$ cat src/rtl/tournament_scheduler.sv
// Tournament scheduler: sequences ROUNDS minigame rounds (select, interval, start,
// run with blanking/timeout, score) and accumulates the tournament total.
module tournament_scheduler #(
  parameter int ROUNDS          = 3,
  parameter int INTERVAL_CYCLES = 2000,
  parameter int TIMEOUT_CYCLES  = 60000
) (
  input  logic       clock,
  input  logic       reset,
  input  logic       iniciar,
  input  logic       aleatorio,
  input  logic       pronto,
  input  logic [2:0] pontuacao,
  output logic [1:0] minigame,
  output logic       jogar,
  output logic [2:0] estado,
  output logic [1:0] rodada,
  output logic [4:0] total,
  output logic       timeout,
  output logic       fim
);

  localparam logic [2:0] IDLE     = 3'b000;
  localparam logic [2:0] SELECT   = 3'b001;
  localparam logic [2:0] INTERVAL = 3'b010;
  localparam logic [2:0] START    = 3'b011;
  localparam logic [2:0] RUN      = 3'b100;
  localparam logic [2:0] SCORE    = 3'b101;
  localparam logic [2:0] DONE     = 3'b110;

  localparam int CMAX = (TIMEOUT_CYCLES > INTERVAL_CYCLES) ? TIMEOUT_CYCLES : INTERVAL_CYCLES;
  localparam int CW   = $clog2(CMAX + 1);

  localparam logic [CW-1:0] INT_LAST = CW'(INTERVAL_CYCLES - 1);
  localparam logic [CW-1:0] TO_LAST  = CW'(TIMEOUT_CYCLES - 1);
  localparam logic [CW-1:0] BLANK    = CW'(2);

  logic [2:0]    state, state_n;
  logic [CW-1:0] cnt;
  logic [3:0]    lfsr;
  logic [2:0]    score;
  logic          mode;
  logic          accept, expire, last_round;
  logic [1:0]    cand, pick;

  // Counter is the number of cycles already spent in the current RUN state,
  // so cnt<2 covers the two blanking cycles after START.
  assign accept     = (state == RUN) && (cnt >= BLANK) && pronto;
  assign expire     = (state == RUN) && (cnt == TO_LAST);
  assign last_round = (rodada == 2'(ROUNDS - 1));

  always_comb begin
    state_n = state;
    case (state)
      IDLE:     if (iniciar) state_n = SELECT;
      SELECT:   state_n = INTERVAL;
      INTERVAL: if (cnt == INT_LAST) state_n = START;
      START:    state_n = RUN;
      RUN:      if (accept || expire) state_n = SCORE;
      SCORE:    state_n = last_round ? DONE : SELECT;
      DONE:     if (iniciar) state_n = SELECT;
      default:  state_n = IDLE;
    endcase
  end

  // Random pick avoids repeating the previous round's game within a tournament.
  always_comb begin
    cand = (lfsr[1:0] == 2'd3) ? 2'd0 : lfsr[1:0];
    pick = cand;
    if (rodada != 2'd0 && cand == minigame)
      pick = (minigame == 2'd2) ? 2'd0 : minigame + 2'd1;
  end

  always_ff @(posedge clock or posedge reset) begin
    if (reset) begin
      state    <= IDLE;
      cnt      <= '0;
      lfsr     <= 4'b1001;
      minigame <= 2'd0;
      rodada   <= 2'd0;
      total    <= 5'd0;
      timeout  <= 1'b0;
      score    <= 3'd0;
      mode     <= 1'b0;
    end else begin
      state <= state_n;
      lfsr  <= {lfsr[2:0], lfsr[3] ^ lfsr[2]};
      cnt   <= (state_n == state && (state == INTERVAL || state == RUN)) ? cnt + CW'(1) : '0;
      case (state)
        IDLE, DONE: begin
          if (iniciar) begin
            total   <= 5'd0;
            timeout <= 1'b0;
            rodada  <= 2'd0;
            mode    <= aleatorio;
          end
        end
        SELECT: minigame <= mode ? pick : rodada;
        RUN: begin
          if (accept || expire) begin
            score <= accept ? pontuacao : 3'd0;
            if (!accept) timeout <= 1'b1;
          end
        end
        SCORE: begin
          total <= total + {2'b00, score};
          if (!last_round) rodada <= rodada + 2'd1;
        end
        default: ;
      endcase
    end
  end

  assign estado = state;
  assign jogar  = (state == START);
  assign fim    = (state == DONE);

endmodule

$ cat config.mk
export PLATFORM = sky130hd
export DESIGN_NAME = tournament_scheduler
export DESIGN_NICKNAME = d
export VERILOG_FILES = /design/src/rtl/tournament_scheduler.sv
export SDC_FILE = /design/constraint.sdc
export NUM_CORES = 1
export LEC_CHECK = 0
export ABC_AREA = 1
export CAP_MARGIN = 20
export CORE_MARGIN = 3
export CORE_UTILIZATION = 45
export DETAILED_ROUTE_END_ITERATION = 12
export DONT_BUFFER_PORTS = 1
export GPL_TIMING_DRIVEN = 0
export PLACE_DENSITY_LB_ADDON = 0.1
export RECOVER_POWER = 25
export SLEW_MARGIN = 20
export SYNTH_ARGS = -nofsm -noshare
export SYNTH_HDL_FRONTEND = slang
export SYNTH_SLANG_ARGS = --single-unit
$ cat constraint.sdc
create_clock -name clock -period 4.6 [get_ports clock]
set_clock_uncertainty 0.05 [all_clocks]
set_input_delay 1.15 -clock clock [delete_from_list [all_inputs] [get_ports clock]]
set_output_delay 1.15 -clock clock [all_outputs]
set_load 0.005 [all_outputs]
== Yosys cells after proc, flatten, opt, wreduce, memory -nomap -nowiden ==
Index checks and enable logic that the tools add are counted.

* Register bits: 37
* Input bits: 8
* Output and inout port bits: 15
* Logic and storage cells: 69

* Add/subtract/negate cells: 4
* Magnitude comparators: 1
* Equality and inequality tests: 17
* Mux-type cells: 20
* Bitwise operators: 1
* Reduce and logical (&&, ||, !) cells: 17

{| class="wikitable"
|+ Operators by type and width
! operator !! count
|-
| $pmux 3 s6 || 1
|-
| $add 16x1->16 const B || 1
|-
| $eq 16x11->1 const B || 1
|-
| $eq 16x16->1 const B || 1
|-
| $ge 16x2->1 const B || 1
|-
| $mux 16 || 1
|-
| $mux 3 || 5
|-
| $mux 2 || 6
|-
| $pmux 5 s2 || 1
|-
| $eq 3x3->1 const B || 3
|-
| $eq 2x2->1 const B || 3
|-
| $eq 3x2->1 const B || 2
|-
| $reduce_and 2->1 || 3
|-
| $reduce_bool 2->1 || 3
|-
| $add 5x3->5 || 1
|-
| $logic_and 1x1->1 || 5
|-
| $mux 5 || 1
|-
| $add 2x1->2 const B || 2
|-
| $ne 2x1->1 const B || 2
|-
| $ne 2x2->1 const B || 2
|-
| $pmux 2 s2 || 1
|-
| $reduce_and 4->1 || 1
|-
| $eq 3x1->1 const B || 1
|-
| $eq 3x3->1 || 1
|-
| other kinds (8) || 11
|}

== Depth between registers and ports, before layout ==
Gate-level depths: netlist of the first run.

* Depth in word-level cells: 9
* Mapped depth: 12

== Worst setup path after synthesis of the first run ==
Ideal clock, no wire load.

* Path type: input port to flip-flop
* Start: input iniciar
* End: register cnt[10]
* Arrival: 1.985 ns
* Data required time: 4.430 ns
* Path slack: 2.445 ns
* Cell stages on the path: 10
* Path buffers: 1
* Path through: inv_1 nor2_1 nand3_4 nand2_2 inv_1 nand2_1 nor2_4 nand2_4 buf_12 nor2_2

* Word-level cells in the longest chain between the ends: 5

{| class="wikitable"
|+ Ends and longest elaborated chain
! what !! line !! text
|-
| start: declaration || 10 || <nowiki>input logic iniciar,</nowiki>
|-
| $mux 3 || 55, 61 ||
|-
| $pmux 3 s6 || 54 || <nowiki>case (state)</nowiki>
|-
| $eq 3x3->1 || 88 || <nowiki>cnt <= (state_n == state && (state == INTERVAL || state == RUN)) ? cnt + CW'(1) : '0;</nowiki>
|-
| $logic_and 1x1->1 || 88 ||
|-
| $mux 16 || 88 ||
|-
| end signal: assignment || 88 ||
|-
| end: declaration || 39 || <nowiki>logic [CW-1:0] cnt;</nowiki>
|}

Every way passes these cells.
A chain may end at the register's enable or synchronous reset.

==> results.md, run 1 <==
- The flow ran to the end, and the final reports show no timing, DRC or antenna violations.
- At the later pin of the worst-skew pair, clock insertion delay measures between 0.2 and 0.3 ns.
- The y dimension of the die is ~74 um.
- The average instance area after synthesis is ~8.3 um^2.
- In the final layout, the multi-input gates occupy around 0.001 mm^2.
- The synthesized flop and latch total is 37.
- The number of iterations in the first detailed-routing pass is 4.
- The wire length of the first global-routing pass is between 6000 and 7000 um.
- The CTS H-tree depth is 2.
- Setup repair after global routing left no endpoint under its margin.
- Summing internal, switching and leakage power gives between 900 and 1000 uW.
- The final-report hold violation count is 0.
- In the final timing run, aggregate negative setup slack is 0 ns.
- The detailed placement HPWL is 3041 um.
- Pin placement for this block handled 23 I/O pins.
- Wires add up to just under 4000 um.
- The all-layer global routing usage is ~16%.
- In this run the worst setup path begins at reset.
- The post-CTS setup-driven buffer insertion count is 0.
- The leading register cell type out of synthesis is dfrtp_1.
- The arrival time at the worst endpoint is between 2 and 3 ns.
- For the pin with the worst max-slew slack, the measured transition is ~1.1 ns.
- The initial antenna violation count is 0.
- The via count is 1578.
- The port buffer count is 0.
- The maximum clock frequency is 430.4 MHz.
- The number of pins exceeding their max-slew limit in the final report is 0.
- Clock-pin slew was measured on the worst setup and hold paths at about 0.07 ns.
- In the routed layout, each cell is associated on average with a via count of just over 5.
- The critical path contains buffers and inverters numbering 2 combined.
- The total placed instance area is 0.002186 mm^2.
- When the netlist entered floorplanning its net count stood at 269.
- Of all flip-flops after synthesis, the portion carrying an async set or reset was 100.0%.
- Clock tree synthesis found a total of 37 sinks.
- The post-synthesis cell count is 253.
- TritonCTS built the clock tree.
- The number of cell rows is 24.
- The part of the cycle the worst path needs is about half.
- In the final layout, the share of cells above drive strength 1 is a little over an eighth.
- The tool flagged a number of max-cap violations equal to 0.
- The endpoint type of the worst setup path is an asynchronous set/reset pin.
- The total congestion overflow is 0.
- The quantity of hold-fixing buffers added after cts is 0.
- The total number of cells along the worst setup path is 2.
- The starting density of the core is 47.42%.
- For this run, design rule violations remaining after detail routing come to 0.
- The max-slew headroom at the worst pin is around 25%.
- The power density normalized to cell area is 422.4 mW/mm^2.
- At the end of the flow, the number of nets in the layout was about 280.
- STA classifies the critical path startpoint as an input pin.
- The leakage power figure is roughly 0.0011 uW.
- The start-to-end type of the worst setup path is input pin to asynchronous set/reset pin.
- The data required time at the worst endpoint is ~4.8 ns.
- The synthesized design contains 0 enable-type register cells.
- The worst reg-to-reg path cell count is 9.
- The area taken by flip-flops and latches is about 930 um^2.
- The antenna cell count is 0.
- The layout overhead on the synthesized area is 7.232%.
- Once placement completed, the tool counted placed cells totaling about 310.
- The number of gates resized after CTS was 0.
- Traced cell by cell, the critical path runs through inv_1 -> clkbuf_1.
- The clock period could shrink to about 2.3 ns.
- Counting along the longest clock path gives a buffer depth of 2.
- The Yosys step of the flow raised 0 warnings.
- The area inside the core boundary is around 0.0044 mm^2.
- The path class of the tightest hold or removal check is register to register.
- VDD sags by at most 0.0001339 V.
- The via count of the first global-routing pass is roughly 1600.
- The finished layout holds about 310 standard cells, fillers aside.
- The final design area excluding fillers is ~0.0022 mm^2.
- Entering global routing, the biggest net connects 22 pins.
- The largest single stage delay on the critical path is about 0.90 ns.
- Dividing the detail-routed wire length by the instance count gives roughly 13 um.
- Routability-driven placement finished with a final weighted congestion of between 0.8 and 0.9.
- Clock tree synthesis inserted a total of 5 buffers.
- The count of nets left with antenna violations once routing finished came out at 0.
- The count of filler cells inserted in the layout is about 430.
- The kind of cell with the highest combined delay on the critical path is buffers and inverters.
- The number of stages on the worst hold path is 0.
- The die covers 0.005506 mm^2.
- The hold path startpoint is lfsr[2]$_DFF_PP0_.
- Of the synthesized area, sequential elements account for between 40% and 50%.
- CTS placed an instance of clkbuf_8 at the clock tree root.
- The biggest fanout along the worst timing path is 21.
- The area of the mapped netlist is between 0.002 and 0.0025 mm^2.
- The number of setup violations in the final report is 0.
- The cell at the slowest stage of the critical path is clkbuf_1.
- The width of the die is about 74 um.
- The unique cell type count in the Yosys netlist is 25.
- The iteration-0 DRC count of the detailed router is 69.
- The source of the worst register-to-register timing path is cnt[0]$_DFF_PP0_.
## metal layers
metal | GRT usage [%] | share of wire (%)
met5 | 0 | 0
met4 | 6.036 | 1.8
met3 | 4.595 | 5.4
met2 | 26.48 | 46
met1 | 21.12 | 47
## synthesized netlist by cell type, types with 2 or more instances
cell | n | area, um^2
dfstp_2 | 2 | 52.55
nor2_2 | 11 | 68.82
nand3_1 | 28 | 140.1
dfrtp_1 | 35 | 875.8
xor2_1 | 13 | 113.9
nand3_2 | 2 | 20.02
inv_2 | 2 | 7.510
nand2_2 | 5 | 31.28
ha_1 | 7 | 87.58
nand2_1 | 48 | 180.2
nor2_1 | 32 | 120.1
nor2_4 | 4 | 45.04
o21ai_0 | 5 | 25.02
nand4_1 | 5 | 31.28
a21oi_1 | 5 | 25.02
nor3_1 | 6 | 30.03
inv_1 | 33 | 123.9
nand3b_1 | 2 | 15.01
o22ai_1 | 2 | 12.51
## per-stage QoR
step / utilization (%) / hold WS (ns) / worst slack, ns
6_report: 50.85 / 0.3477 / 2.276
3_5_place_dp: 49.52 / 0.3370 / 2.307
3_3_place_gp: 48.89 / 0.3358 / 2.103
2_1_floorplan: - / 0.3225 / 2.445
4_1_cts: 51.39 / 0.3505 / 2.266
5_1_grt: 50.85 / 0.3579 / 1.956
## where the power goes
part / internal [uW] / switching [uW]
Clock: 105 / 113
Sequential: 368 / 56.9
Combinational: 107 / 198
Total: 580 / 368
## worst paths after layout
path	to	slack, ns
setup / recovery	cnt[14]$_DFF_PP0_	2.28
hold / removal	lfsr[3]$_DFF_PP1_	0.35
setup reg to reg	cnt[5]$_DFF_PP0_	2.80
hold reg to reg	lfsr[3]$_DFF_PP1_	0.35
max in group clock	jogar	2.29
min in group asynchronous	cnt[2]$_DFF_PP0_	0.78
## sequential cells by signal (all words and copies together) (netlist names)
| signal | cells |
|---|---|
| total | 5 |
| cnt | 16 |
| estado | 3 |
| score | 3 |
| minigame | 2 |
| rodada | 2 |
| mode | 1 |
| lfsr | 4 |
| timeout | 1 |
## cells in the final DEF, fill, tap and decap left out, types with 6 or more instances in the layout
| cell type | synthesis | routed |
|---|---|---|
| xor2_1 | 13 | 13 |
| inv_1 | 33 | 33 |
| dfrtp_1 | 35 | 35 |
| nor2_1 | 32 | 32 |
| nand3_1 | 28 | 28 |
| ha_1 | 7 | 7 |
| nor2_2 | 11 | 11 |
| nand2_1 | 48 | 48 |
| nor3_1 | 6 | 6 |
## area by class of cell
class,count,share of cell area (%)
Timing Repair Buffer,1,0.1672
Clock inverter,2,0.4459
Clock buffer,6,3.233
Sequential cell,37,41.36
Inverter,35,5.853
Multi-Input combinational cell,180,45.15
Buffer,1,0.8919
Tap cell,52,2.899
## kinds of logic (layout without fill, tap and decap cells)
group | count (synthesis) | in the layout | synth area share (%)
buf+inv | 36 | 45 | 7.233
compound gates | 13 | 13 | 3.466
simple gates | 145 | 145 | 33.95
fa+ha+maj | 8 | 8 | 5.140
flops | 37 | 37 | 44.35
xor+xnor | 14 | 14 | 5.858
Power figures use the tool's default switching activity.
==> run 2: changes to the inputs <==
==> constraint.sdc (replaced) <==
create_clock -name clock -period 2.1 [get_ports clock]
set_clock_uncertainty 0.05 [all_clocks]
set_input_delay 0.525 -clock clock [delete_from_list [all_inputs] [get_ports clock]]
set_output_delay 0.525 -clock clock [all_outputs]
set_load 0.005 [all_outputs]
==> run 2 against run 1 <==
  * Wire length about the same
  * Total power grew 120%
  * Clock power grew 120%
  * Largest power group unchanged
  * Critical path depth grew 7
  * Largest cell class unchanged
  * Highest routed layer unchanged
  * Combinational power grew 120%
==> results.md, run 2 (synthesis gave the netlist of run 1 again) <==
- The setup TNS after final layout is 0 ns.
- The worst pin sits at a relative slew slack of 24.72%.
- The floorplan has 24 rows.
- The net count reported at finish is 277.
- The width of the die is 74.21 um.
- The register clock-pin slew on the reported worst setup and hold paths is 0.08 ns.
- The routed layout has ~1600 vias.
- For this run, the share of the core covered by cells in the final layout is 50.85%.
- The first global-routing pass estimated between 6000 and 7000 um of wire.
- During I/O placement, the number of pins put on the boundary was 23.
- The worst setup path is launched from a register.
- The register bank with the most flops is cnt.
- The biggest fanout along the worst timing path is 10.
- Dividing total power by cell area gives a power density of 925.3 mW/mm^2.
- Of the available clock period, the critical path in the final layout requires between 80% and 90%.
- In this run the post-CTS setup repair buffer count came out at 0.
- The largest registers in the layout are cnt: 16 flops, total: 5 flops, lfsr: 4 flops.
- The worst-case IR drop observed on VDD is between 0.0002 and 0.0003 V.
- The y dimension of the die is approximately 74 um.
- The clock drives 37 sinks.
- The commonest non-fill, non-tap cell in the layout is nand2_1.
- The finished cells cover between 0.002 and 0.0025 mm^2.
- The number of pins exceeding their max-slew limit in the final report is 0.
- The worst hold path class is input pin to asynchronous set/reset pin.
- The final routed wire length divided by cell count is 12.59 um.
- The floorplan step defined a die boundary enclosing ~0.0055 mm^2.
- Entering global routing, the biggest net connects 22 pins.
- The design draws 2077 uW.
- The layout overhead on the synthesized area is 7.232%.
- The register with the most flip-flops in the layout has 16 of them.
- In the final layout, the share of cells above drive strength 1 is 13.74%.
- The post-cts gate resize count is 0.
- After the flow finishes, the layout carries non-filler instances totaling 314.
- After detailed routing, the met2 layer carries 1831 um of wire.
- The wire length on met1 is about 1800 um.
- The total placed instance area is ~0.0022 mm^2.
- At the worst endpoint, the required time is between 2 and 2.5 ns.
- The starting density of the core is 47.42%.
- The root buffer cell is clkbuf_8.
- The antenna cell count is 0.
- The number of clock buffers inserted by TritonCTS is 5.
- The iteration-0 DRC count of the detailed router is 69.
- The final-report hold violation count is 0.
- Input and output buffers added on the ports amount to 0.
- Leaving out fill and tap cells, the most frequent cells in the layout are nand2_1, dfrtp_1, inv_1.
- Setup repair after global routing left no endpoint under its margin.
- The minimum clock period after layout is about 1.8 ns.
- The number of max-capacitance violations reported is 0.
- The detailed-route DRC error count is 0.
- In the detailed route, the total length drawn on met3 is ~210 um.
- The clock latency reported for the late side of the worst-skew pair is 0.29 ns.
- The top routing layer in use is met4.
- The number of vias per cell is around 5.0.
- The leakage power figure is 0.001081 uW.
- STA classifies the critical path endpoint as a register.
- The transition at the pin with the smallest max-transition slack is between 1 and 1.5 ns.
- The all-layer global routing usage is approximately 16%.
- The CTS H-tree depth is 2.
- The number of buffers on the longest clock path is 2.
- At the end of routability-driven placement, the weighted congestion stood at ~0.86.
- The first TritonRoute pass finished after 4 iterations.
- Wires add up to 3954 um.
- After detailed placement, the design holds a cell count of between 300 and 400.
- TritonCTS built the clock tree.
- Setup violations remaining at the end of the flow were counted as 0.
- After global routing the overflow that remains totals 0.
- Detailed placement finished with a half-perimeter wire length of 3041 um.
- The quantity of hold-fixing buffers added after cts is 0.
- The initial antenna violation count is 0.
- The flow ran to the end, and the final reports show no timing, DRC or antenna violations.
- The register-to-register setup slack is ~0.3 ns.
- The via count of the first global-routing pass is around 1600.
- The worst setup path is of the register to register kind.
- The arrival time at the worst endpoint is just under 2 ns.
- The detail route stage leaves a number of antenna-violating nets equal to 0.
- The area inside the core boundary is 0.004414 mm^2.
- For this run, the top clock speed supported by timing is between 500 and 600 MHz.
-- run 2: changes by cell type in the layout (fill, tap and decap cells not counted) --
cell,delta
dfstp_2,+1
dfstp_1,-1
-- run 2: cell type report --
cell class	count	area (um^2)
multi-input cells	180	1013
flip-flops and latches	37	928.4
fillers	425	2170
inverters	35	131.4
plain buffers	1	20.02
well taps	52	65.06
clock buffers	6	72.57
clock inverters	2	10.01
repair buffers	1	3.754
-- run 2: worst max-delay path, cell delays in order, from the launching register on --
cell and delay, ns:
dfrtp_1 0.42, ha_1 0.22, nand3_2 0.15, nor2_2 0.24
nand3_2 0.15, nand2_2 0.12, nor2_4 0.04, nand2_4 0.10
buf_12 0.15, nor2_2 0.04
-- run 2: through the flow --
step	worst slack, ns	hold slack, ns
floorplan	0.5153	0.3225
global placement	0.2279	0.3358
detailed placement	0.2982	0.3370
CTS	0.2795	0.05343
global route	0.04941	0.1905
finish	0.2976	0.1498
-- run 2: layer usage --
layer,up-vias,GRT usage [%]
met5,-,0
met4,0,6.036
met3,8,4.595
met2,33,26.48
met1,716,21.12
li1,821,-
-- run 2: power by group --
group          total [uW]  switching, uW  internal, uW  leakage, uW
Clock                 477            247           230    0.0000450
Combinational         669            434           235     0.000538
Sequential            931            125           806     0.000498
-- run 2: path summary, 6_finish.rpt --
kind,depth (start not counted),startpoint,to
worst max-delay path,9,cnt[0]$_DFF_PP0_,cnt[5]$_DFF_PP0_
worst min-delay path,1,reset,cnt[2]$_DFF_PP0_
worst max register to register,9,cnt[0]$_DFF_PP0_,cnt[5]$_DFF_PP0_
worst min register to register,0,lfsr[2]$_DFF_PP0_,lfsr[3]$_DFF_PP1_
max in group asynchronous,2,reset,cnt[14]$_DFF_PP0_
min in group clock,2,pontuacao[2],score[2]$_DFFE_PP0P_
